File: src/rtl/async_hs_rx.sv
`timescale 1ns/1ps
// async_hs_rx: synchronous end of a 4-phase bundled-data channel.
// Synchronizes req, captures the bundled word into a FIFO and returns a flop-driven ack.
module async_hs_rx #(
  parameter int unsigned WIDTH       = 8,
  parameter int unsigned DEPTH       = 4,
  parameter int unsigned SYNC_STAGES = 2
) (
  input  logic                     clk,
  input  logic                     rst_n,
  input  logic                     req_in,
  input  logic [WIDTH-1:0]         data_in,
  output logic                     ack_out,
  output logic                     out_valid,
  input  logic                     out_ready,
  output logic [WIDTH-1:0]         out_data,
  output logic [$clog2(DEPTH):0]   level
);

  localparam int unsigned PW = $clog2(DEPTH);
  localparam int unsigned LW = $clog2(DEPTH) + 1;

  typedef enum logic [1:0] {
    RST_WAIT = 2'd0,
    IDLE     = 2'd1,
    ACK_HI   = 2'd2
  } state_t;

  state_t                   state_q;
  state_t                   state_d;
  logic [SYNC_STAGES-1:0]   sync_q;
  logic [SYNC_STAGES-1:0]   primed_q;
  logic                     req_s;
  logic                     sync_ok;

  logic [WIDTH-1:0]         mem_q [DEPTH];
  logic [PW-1:0]            wr_ptr_q;
  logic [PW-1:0]            rd_ptr_q;
  logic [PW-1:0]            wr_ptr_d;
  logic [PW-1:0]            rd_ptr_d;
  logic [LW-1:0]            level_q;
  logic [LW-1:0]            level_d;
  logic [WIDTH-1:0]         head_q;
  logic                     valid_q;
  logic                     ack_q;

  logic                     ack_d;
  logic                     push_c;
  logic                     pop_c;
  logic                     full_c;

  // req synchronizer; primed_q marks when req_s carries a real post-reset sample
  always_ff @(posedge clk or negedge rst_n) begin
    if (!rst_n) begin
      sync_q   <= '0;
      primed_q <= '0;
    end else begin
      sync_q   <= {sync_q[SYNC_STAGES-2:0], req_in};
      primed_q <= {primed_q[SYNC_STAGES-2:0], 1'b1};
    end
  end

  assign req_s   = sync_q[SYNC_STAGES-1];
  assign sync_ok = primed_q[SYNC_STAGES-1];

  always_ff @(posedge clk or negedge rst_n) begin
    if (!rst_n) begin
      state_q <= RST_WAIT;
    end else begin
      state_q <= state_d;
    end
  end

  // Full check uses registered level, so a same-cycle pop never enables a push
  assign full_c = (level_q == LW'(DEPTH));

  always_comb begin
    state_d = state_q;
    case (state_q)
      RST_WAIT: if (sync_ok && !req_s)  state_d = IDLE;
      IDLE:     if (req_s && !full_c)   state_d = ACK_HI;
      ACK_HI:   if (!req_s)             state_d = IDLE;
      default:                          state_d = RST_WAIT;
    endcase
  end

  always_comb begin
    push_c = 1'b0;
    ack_d  = 1'b0;
    if (state_q == IDLE && req_s && !full_c) begin
      push_c = 1'b1;
    end
    if (state_d == ACK_HI) begin
      ack_d = 1'b1;
    end
  end

  always_ff @(posedge clk or negedge rst_n) begin
    if (!rst_n) begin
      ack_q <= 1'b0;
    end else begin
      ack_q <= ack_d;
    end
  end

  assign pop_c = valid_q && out_ready;

  always_comb begin
    wr_ptr_d = wr_ptr_q;
    rd_ptr_d = rd_ptr_q;
    level_d  = level_q;
    if (push_c) begin
      wr_ptr_d = wr_ptr_q + PW'(1);
    end
    if (pop_c) begin
      rd_ptr_d = rd_ptr_q + PW'(1);
    end
    case ({push_c, pop_c})
      2'b10:   level_d = level_q + LW'(1);
      2'b01:   level_d = level_q - LW'(1);
      default: level_d = level_q;
    endcase
  end

  always_ff @(posedge clk or negedge rst_n) begin
    if (!rst_n) begin
      for (int i = 0; i < int'(DEPTH); i++) begin
        mem_q[i] <= '0;
      end
    end else if (push_c) begin
      mem_q[wr_ptr_q] <= data_in;
    end
  end

  // head_q always mirrors mem[rd_ptr]; forward data_in when the new word becomes head
  always_ff @(posedge clk or negedge rst_n) begin
    if (!rst_n) begin
      wr_ptr_q <= '0;
      rd_ptr_q <= '0;
      level_q  <= '0;
      valid_q  <= 1'b0;
      head_q   <= '0;
    end else begin
      wr_ptr_q <= wr_ptr_d;
      rd_ptr_q <= rd_ptr_d;
      level_q  <= level_d;
      valid_q  <= (level_d != '0);
      if (push_c && (wr_ptr_q == rd_ptr_d)) begin
        head_q <= data_in;
      end else begin
        head_q <= mem_q[rd_ptr_d];
      end
    end
  end

  assign ack_out   = ack_q;
  assign out_valid = valid_q;
  assign out_data  = head_q;
  assign level     = level_q;

endmodule

File: config.mk
export PLATFORM = sky130hd
export DESIGN_NAME = async_hs_rx
export DESIGN_NICKNAME = d
export VERILOG_FILES = /design/src/rtl/async_hs_rx.sv
export SDC_FILE = /design/constraint.sdc
export NUM_CORES = 1
export LEC_CHECK = 0
export BUFFER_PORTS_ARGS = -buffer_cell sky130_fd_sc_hd__buf_2
export CAP_MARGIN = 10
export CORE_ASPECT_RATIO = 2
export CORE_MARGIN = 5
export CORE_UTILIZATION = 57
export DETAILED_ROUTE_END_ITERATION = 10
export GPL_TIMING_DRIVEN = 0
export PLACE_DENSITY = 0.77
export SETUP_SLACK_MARGIN = 0.15
export SLEW_MARGIN = 20
export SYNTH_ARGS = -nofsm -noshare
export SYNTH_HDL_FRONTEND = slang
export SYNTH_SLANG_ARGS = --single-unit
File: constraint.sdc
create_clock -name clk -period 2.9 [get_ports clk]
set_input_delay 0.58 -clock clk [delete_from_list [all_inputs] [get_ports clk]]
set_output_delay 0.58 -clock clk [all_outputs]
set_load 0.01 [all_outputs]
==> results of run 1 <==
-- cell families after synthesis --
family / count (synthesis)
other: 1
buffers and inverters: 9
muxes: 67
and+or+nand+nor: 21
xor gates and xnor gates: 8
adders and majority gates: 6
AOI/OAI and AO/OA: 21
DFF: 55
-- final timing paths --
path                                            start                     to  depth (start not counted)
worst max-delay path               level[0]$_DFF_PN0_    out_valid$_DFF_PN0_                          7
worst min-delay path                            rst_n   mem_q[4]$_DFFE_PN0P_                          1
worst max register to register     level[0]$_DFF_PN0_    out_valid$_DFF_PN0_                          7
worst min register to register  primed_q[0]$_DFF_PN0_  primed_q[1]$_DFF_PN0_                          0
max in group asynchronous                       rst_n   mem_q[9]$_DFFE_PN0P_                          2
min in group clk                primed_q[0]$_DFF_PN0_  primed_q[1]$_DFF_PN0_                          0
-- final cells by class --
cell class / count / area, sq um / share of cell area
Buffer: 4 / 27.53 / 0.009342
Inverter: 5 / 18.77 / 0.006369
Clock inverter: 3 / 47.55 / 0.01614
Clock buffer: 5 / 68.82 / 0.02335
Timing Repair Buffer: 25 / 140.1 / 0.04756
Multi-Input combinational cell: 124 / 1199 / 0.4068
Tap cell: 55 / 68.82 / 0.02335
Sequential cell: 55 / 1376 / 0.4671
-- metrics by stage --
stage            util  total power [mW]  hold slack, ns  cell area, sq um
3_5_place_dp   0.6214             2.868          0.3418              2830
3_3_place_gp   0.6170             2.722          0.3401              2810
2_1_floorplan       -             2.455          0.2844              2621
4_1_cts        0.6470             3.396          0.2369              2947
5_1_grt        0.6470             3.596          0.2686              2947
6_report       0.6470             3.360          0.2288              2947
-- power by group through the flow --
stage / Clock, mW / Sequential [mW] / Combinational, mW
floorplan: 0 / 1.38 / 1.08
global placement: 0 / 1.35 / 1.37
detailed placement: 0 / 1.40 / 1.47
CTS: 0.532 / 1.39 / 1.48
global route: 0.561 / 1.44 / 1.60
finish: 0.520 / 1.39 / 1.45
-- synthesized netlist by cell type (2+ instances only) --
library cell	count
dfrtp_1	55
mux2_2	39
mux2i_1	26
a21oi_1	10
a22o_1	8
nor2_1	6
ha_1	5
inv_1	5
nand2_2	4
xnor2_1	4
xor2_1	3
mux2_1	2
nand2_1	2
-- registers in the layout, indices dropped and copies added, names as in the netlist --
name and flops:
sync_q 2, mem_q 32, out_valid 1, primed_q 2, wr_ptr_q 2, state_q 2
ack_out 1, level 3, rd_ptr_q 2, out_data 8
-- layer usage --
| layer | GRT usage | up-vias | part of all wire |
|---|---|---|---|
| met2 | 0.3641 | 31 | 0.58 |
| met1 | 0.2037 | 800 | 0.36 |
| met4 | 0.09619 | 0 | 0.025 |
| met3 | 0.03402 | 13 | 0.032 |
| li1 | - | 735 | - |
| met5 | 0 | - | 0 |
==> impl_metrics.ini, run 1 <==
[yosys]
netlist-cell-type-count = 32
syn_area_sq_um = 2621
synth_compound_area_frac = 0.05823
synthTopCellsByArea = dfrtp_1, mux2_2, mux2i_1, a22o_1, ha_1
synth_top_cell_by_area = dfrtp_1
yosys.area_share.simple = 0.06110
synthCells = 188
synth-xor-area-share = 0.02959
yosysTopAreaCellShare = 0.5251
ys_seq_area_frac = 0.5251
synthArstFlopShare = 1.000
ys_ff_latch = 55
muxShareOfSynthArea = 0.2754
synth_edf_count = 0
synth_fa_ha_area_frac = 0.03150
syn_area_per_cell_sq_um = 13.94
synth_top_family_by_area = multiplexers
synthesis.nets = 206
yosysWarnings = 0
yosys_most_used_dff = dfrtp_1

[pwr]
pwr-share-seq = 0.413
internal-power_mw = 2.162
power.share.switching = 0.3565
combPwrFrac = 0.432
switching_power_mw = 1.198
power.density_nw_per_um2 = 1140
clkPwrFrac = 0.155
p_leak_nw = 1.387
vdd_drop_max_uv = 696.6

[route]
drt_iter0_markers = 25
drt-pass1-iter-count = 4
remaining_drc_errors = 0
vias = 1579
wl_microns = 5303
wl_per_cell_microns = 19.21
postRouteAntennaNets = 0
vias_per_cell = 5.721

[cts]
root_buffer = clkbuf_8
path_clk_slew_ns = 0.10
cts_resized = 0
cts_buffers = 5
htree_levels = 2
numClockSinks = 55
cts_buffer_depth = 2
cts_tree = yes
clk-insertion-delay-late_ns = 0.31
post_cts.repair.setup_buffers = 0
cts_hold_buf = 0

[sta]
tns_ns = 0
fmax_ghz = 0.4035
setup_viol = 0
setup_slack_ns = 0.4219
finalCriticalPeriod_ns = 2.478
period_share = 0.8545
rsz0062_at_grt = no
worst_pin_slew_ns = 1.008
skew_ns = 0.009303
timing.final.max_slew_violations = 0
maxSlewHeadroom = 0.3229
hold_violations = 0

[run_status]
status = complete, no violations

[worst_setup_path]
crit_family = simple AND/OR/NAND/NOR gates
r2r_setup_slack_ns = 0.42
end_kind = flop
required_ns = 3.09
cp_max_fo = 8
critPathBufInv = 1
slowest_stage = dfrtp_1
critPathMaxStageDelay_ns = 0.47
crit_chain = nor3b_4 -> nor2_4 -> inv_1 -> ha_1 -> fa_1 -> mux2_2 -> or3_1
crit_type = reg -> reg
cp.arrival_ns = 2.67
start_kind = flop

[die]
die_x_microns = 57.95
start_util = 0.5755
dieArea_sq_um = 6137
die_h_microns = 105.9
ios = 25
fp-row-count = 35
core_area_sq_um = 4554

[cells_and_area]
antenna_cells = 0
fillers = 373
final_common_cell = dfrtp_1
final_net_count = 238
area_delta_synth_final_pct = 12.41
mostFrequentLayoutCells = dfrtp_1, mux2_2, mux2i_1
drive_gt1_frac = 0.3846
finalNonFillerCells = 276

[placement]
port_buffers = 24
dp_slack_ns = 0.4117
dpl.cell_count = 268
routabilityCongestion = 0.7306
hpwl_microns = 3862

[grt]
antenna_found_initial = 0
grt_pass1_wl_microns = 9052
grt_overflow = 0
grt_max_degree = 35
grt_use_total = 0.1968
grt_pass1_vias = 1879

[min_path]
hp-class = in -> async

[run]
maxCapViolations = 0
Power figures use the tool's default switching activity.
==> run 2: changes to the inputs <==
--- a/config.mk
+++ b/config.mk
@@ -8,7 +8,6 @@
 export BUFFER_PORTS_ARGS = -buffer_cell sky130_fd_sc_hd__buf_2
 export CAP_MARGIN = 10
 export CORE_ASPECT_RATIO = 2
-export CORE_MARGIN = 5
 export CORE_UTILIZATION = 57
 export DETAILED_ROUTE_END_ITERATION = 10
 export GPL_TIMING_DRIVEN = 0
==> run 2 against run 1 <==
Compared with the run above:
- setup slack lost 0.0091 ns
- die area shrank 20%
- utilization grew 2.1 points
- sequential cell count is the same
- first-iteration DRC count grew 4.0%
- sequential share of layout area grew 0.28 points
- register-to-register slack is essentially flat
- critical path depth is the same
- critical endpoint unchanged
==> impl_metrics.ini, run 2 (synthesis gave the netlist of run 1 again) <==
[cells_and_area]
final_net_count = 237
area_delta_synth_final_pct = 11.74
final_common_cell = dfrtp_1
max_flop_register = mem_q
mostFrequentLayoutCells = dfrtp_1, mux2_2, mux2i_1
antenna_cells = 0
fillers = 327
final_util = 0.6685
largest_reg_flops = 32
drive_gt1_frac = 0.3818

[grt]
grt_pass1_wl_microns = 8328
grt_overflow = 0
grt_max_degree = 56
grt_pass1_vias = 1803
antenna_found_initial = 0
grt_use_total = 0.2278

[route]
vias = 1585
drt_iter0_markers = 26
drt-pass1-iter-count = 4
wl_microns = 4897
postRouteAntennaNets = 0
wl_per_cell_microns = 17.87
remaining_drc_errors = 0
vias_per_cell = 5.785

[pwr]
clkPwrFrac = 0.157
power_mw = 3.327
p_leak_nw = 1.381
vdd_drop_max_uv = 790.6
power.density_nw_per_um2 = 1136
combPwrFrac = 0.429
power.share.switching = 0.3452
switching_power_mw = 1.149
pwr-share-seq = 0.414
internal-power_mw = 2.178

[cts]
htree_levels = 2
numClockSinks = 55
root_buffer = clkbuf_8
cts_hold_buf = 0
clk-insertion-delay-late_ns = 0.30
cts_tree = yes
cts_buffer_depth = 2
post_cts.repair.setup_buffers = 0
cts_buffers = 5
path_clk_slew_ns = 0.10
cts_resized = 0

[sta]
setup_slack_ns = 0.4128
timing.final.max_slew_violations = 0
finalCriticalPeriod_ns = 2.487
hold_violations = 0
period_share = 0.8577
fmax_ghz = 0.4021
setup_viol = 0
maxSlewHeadroom = 0.3605
skew_ns = 0.008507
rsz0062_at_grt = no
tns_ns = 0
worst_pin_slew_ns = 0.9525

[placement]
port_buffers = 24
routabilityCongestion = 0.6846
hpwl_microns = 3541
dp_slack_ns = 0.3881

[run_status]
status = complete, no violations

[worst_setup_path]
end_kind = flop
cp_max_fo = 8
cp.arrival_ns = 2.68
start_kind = flop
crit_type = reg -> reg
required_ns = 3.09

[run]
maxCapViolations = 0

[die]
start_util = 0.5982
die_x_microns = 49.95
ios = 25
fp-row-count = 34
dieArea_sq_um = 4890
core_area_sq_um = 4382
die_h_microns = 97.90

[min_path]
hp-class = in -> async
## run 2: per-stage QoR
| step | cells | hold WS, ns | cell area (sq um) |
|---|---|---|---|
| detailed placement | 266 | 0.3497 | 2809 |
| finish | 274 | 0.3001 | 2929 |
| global placement | 266 | 0.3364 | 2809 |
| floorplan | 188 | 0.2844 | 2621 |
| global route | 274 | 0.3660 | 2929 |
| CTS | 274 | 0.3718 | 2927 |
## run 2: worst max-delay path, cell delays in order, from the launching register on
cell	delay, ns
dfrtp_1	0.47
nor3b_4	0.43
nor2_4	0.14
inv_1	0.08
ha_1	0.20
fa_1	0.42
mux2_2	0.28
or3_1	0.34
## run 2: worst paths after layout
path                                         end                 from  depth (start not counted)  slack (ns)
max                          out_valid$_DFF_PN0_   level[0]$_DFF_PN0_                          7        0.41
min                          out_valid$_DFF_PN0_                rst_n                          1        0.30
max reg2reg                  out_valid$_DFF_PN0_   level[0]$_DFF_PN0_                          7        0.41
min reg2reg                  sync_q[1]$_DFF_PN0_  sync_q[0]$_DFF_PN0_                          0        0.37
max in group asynchronous  mem_q[13]$_DFFE_PN0P_                rst_n                          1        2.15
min in group clk             sync_q[1]$_DFF_PN0_  sync_q[0]$_DFF_PN0_                          0        0.37
## run 2: power by group through the flow
stage	Clock [mW]	Sequential [mW]	Combinational, mW
floorplan	0	1.38	1.08
detailed placement	0	1.40	1.44
finish	0.521	1.38	1.43
CTS	0.534	1.38	1.45
global placement	0	1.35	1.37
global route	0.559	1.43	1.56
## run 2: layout make-up
| class | instances | area [sq um] | area share |
|---|---|---|---|
| Multi-Input combinational cell | 124 | 1199 | 0.4092 |
| Sequential cell | 55 | 1376 | 0.4699 |
| Buffer | 4 | 27.53 | 0.009398 |
| Tap cell | 54 | 67.56 | 0.02307 |
| Inverter | 5 | 18.77 | 0.006408 |
| Clock inverter | 2 | 35.03 | 0.01196 |
| Timing Repair Buffer | 24 | 122.6 | 0.04186 |
| Clock buffer | 6 | 82.58 | 0.02819 |
## run 2: metal layers
layer | routed length, microns | global-route usage | vias up
met2 | 2799 | 0.4127 | 35
li1 | - | - | 738
met3 | 150 | 0.04206 | 11
met1 | 1795 | 0.2315 | 801
met5 | 0 | 0 | -
met4 | 152 | 0.1363 | 0
==> run 3: changes to the inputs <==
--- a/config.mk
+++ b/config.mk
@@ -8,10 +8,10 @@
 export BUFFER_PORTS_ARGS = -buffer_cell sky130_fd_sc_hd__buf_2
 export CAP_MARGIN = 10
 export CORE_ASPECT_RATIO = 2
-export CORE_UTILIZATION = 57
+export CORE_MARGIN = 3
+export CORE_UTILIZATION = 45
 export DETAILED_ROUTE_END_ITERATION = 10
 export GPL_TIMING_DRIVEN = 0
-export PLACE_DENSITY = 0.77
 export SETUP_SLACK_MARGIN = 0.15
 export SLEW_MARGIN = 20
 export SYNTH_ARGS = -nofsm -noshare
==> run 3 against run 2 <==
Compared with the run above:
- final cell count is 1.8% higher
- largest power group unchanged
- wire length rose by 6.6%
- clock power shrank 4.6%
- clock skew decreased by 0.0029 ns
- setup slack got worse by 0.0054 ns
- sequential share of layout area grew 0.12 points
- maximum frequency fell by 0.22%
- worst hold slack improved by 0.011 ns
- register-to-register slack about the same
- largest cell class unchanged
==> impl_metrics.ini, run 3 (synthesis gave the netlist of run 1 again) <==
[sta]
finalCriticalPeriod_ns = 2.493
worst_pin_slew_ns = 0.9796
period_share = 0.8595
timing.final.max_slew_violations = 0
tns_ns = 0
setup_viol = 0
maxSlewHeadroom = 0.3422
setup_slack_ns = 0.4073
rsz0062_at_grt = no
fmax_ghz = 0.4012
skew_ns = 0.005559
hold_violations = 0

[grt]
grt_use_met1 = 0.2052
grt_max_degree = 56
gr-usage-met3 = 0.02152
antenna_found_initial = 0
grt_use_total = 0.1718
grt_overflow = 0
gr-usage-met2 = 0.3042
busiest_layer = met2
grt_pass1_vias = 1697
grt_pass1_wl_microns = 8673

[cells_and_area]
antenna_cells = 0
final_common_cell = dfrtp_1
finalNonFillerCells = 279
largest_reg_flops = 32
max_flop_register = mem_q
drive_gt1_frac = 0.3744
mostFrequentLayoutCells = dfrtp_1, mux2_2, mux2i_1
final_net_count = 237
area_delta_synth_final_pct = 11.46
final_area_sq_um = 2922

[placement]
routabilityCongestion = 0.7100
dp_slack_ns = 0.4035
port_buffers = 24
placed_area_sq_um = 2819
hpwl_microns = 3623
dpl.cell_count = 272

[cts]
cts_buffer_depth = 2
root_buffer = clkbuf_8
path_clk_slew_ns = 0.09
cts_resized = 0
clk-insertion-delay-late_ns = 0.30
cts_hold_buf = 0
cts_buffers = 5
post_cts.repair.setup_buffers = 0
cts_tree = yes
numClockSinks = 55
htree_levels = 2

[worst_setup_path]
cp.arrival_ns = 2.68
slowest_stage = dfrtp_1
cp_max_fo = 8
start_kind = flop
required_ns = 3.08
critPathMaxStageDelay_ns = 0.47
crit_type = reg -> reg
end_kind = flop
crit_chain = nor3b_4 -> nor2_4 -> inv_1 -> ha_1 -> fa_1 -> mux2_2 -> or3_1

[route]
drt_iter0_markers = 57
vias_per_cell = 5.642
wl_microns = 5220
remaining_drc_errors = 0
vias = 1574
wl_per_cell_microns = 18.71
postRouteAntennaNets = 0
drt-pass1-iter-count = 4

[pwr]
power.density_nw_per_um2 = 1131
vdd_drop_max_uv = 597.0
p_leak_nw = 1.371

[die]
die_h_microns = 113.9
dieArea_sq_um = 6832
fp-row-count = 38
ios = 25
die_x_microns = 59.97
start_util = 0.4753
core_area_sq_um = 5515

[min_path]
hp-class = in -> async

[run]
maxCapViolations = 0

[run_status]
status = complete, no violations
[run 3: cell types whose count changed in the layout (fill, tap and decap cells not counted), sizes merged]
cell    previous run  this run
clkinv             1         0
[run 3: metal layers]
| metal | vias up | wire length [microns] |
|---|---|---|
| li1 | 732 | - |
| met1 | 813 | 2086 |
| met2 | 22 | 2924 |
| met3 | 7 | 113 |
| met4 | 0 | 95 |
| met5 | - | 0 |
[run 3: critical path: cells and delay by family (launching register included)]
| kind | cells | cell delay (ns) |
|---|---|---|
| fa+ha+maj | 2 | 0.64 |
| buf+inv | 1 | 0.09 |
| flops | 1 | 0.47 |
| mux | 1 | 0.28 |
| simple gates | 3 | 0.90 |
[run 3: layout make-up]
| class | instances | area (sq um) |
|---|---|---|
| clock inverters | 1 | 30.03 |
| well taps | 60 | 75.07 |
| clock buffers | 6 | 72.57 |
| fillers | 488 | 2594 |
| multi-input cells | 124 | 1199 |
| repair buffers | 24 | 122.6 |
| plain buffers | 4 | 27.53 |
| flip-flops and latches | 55 | 1376 |
| inverters | 5 | 18.77 |
[run 3: where the power goes]
| group | total (mW) | switching (mW) | internal (mW) |
|---|---|---|---|
| logic | 1.44 | 0.667 | 0.768 |
| clock network | 0.497 | 0.243 | 0.254 |
| registers | 1.37 | 0.244 | 1.13 |
| total | 3.30 | 1.15 | 2.15 |
[run 3: final timing paths]
check                                   endpoint  slack, ns                 from  depth (start not counted)
min in group clk             sync_q[1]$_DFF_PN0_       0.36  sync_q[0]$_DFF_PN0_                          0
max in group asynchronous     level[2]$_DFF_PN0_       2.14                rst_n                          1
hold reg to reg              sync_q[1]$_DFF_PN0_       0.36  sync_q[0]$_DFF_PN0_                          0
setup / recovery             out_valid$_DFF_PN0_       0.41   level[0]$_DFF_PN0_                          7
setup reg to reg             out_valid$_DFF_PN0_       0.41   level[0]$_DFF_PN0_                          7
hold / removal             mem_q[23]$_DFFE_PN0P_       0.31                rst_n                          1
[run 3: stage by stage]
step                      total power, mW  hold slack, ns  utilization
after floorplan                     2.455          0.2844            -
after global placement              2.741          0.3440       0.5107
final                               3.305          0.3114       0.5297
after detailed placement            2.847          0.3442       0.5111
after CTS                           3.339          0.3352       0.5297
after global routing                3.543          0.3640       0.5297
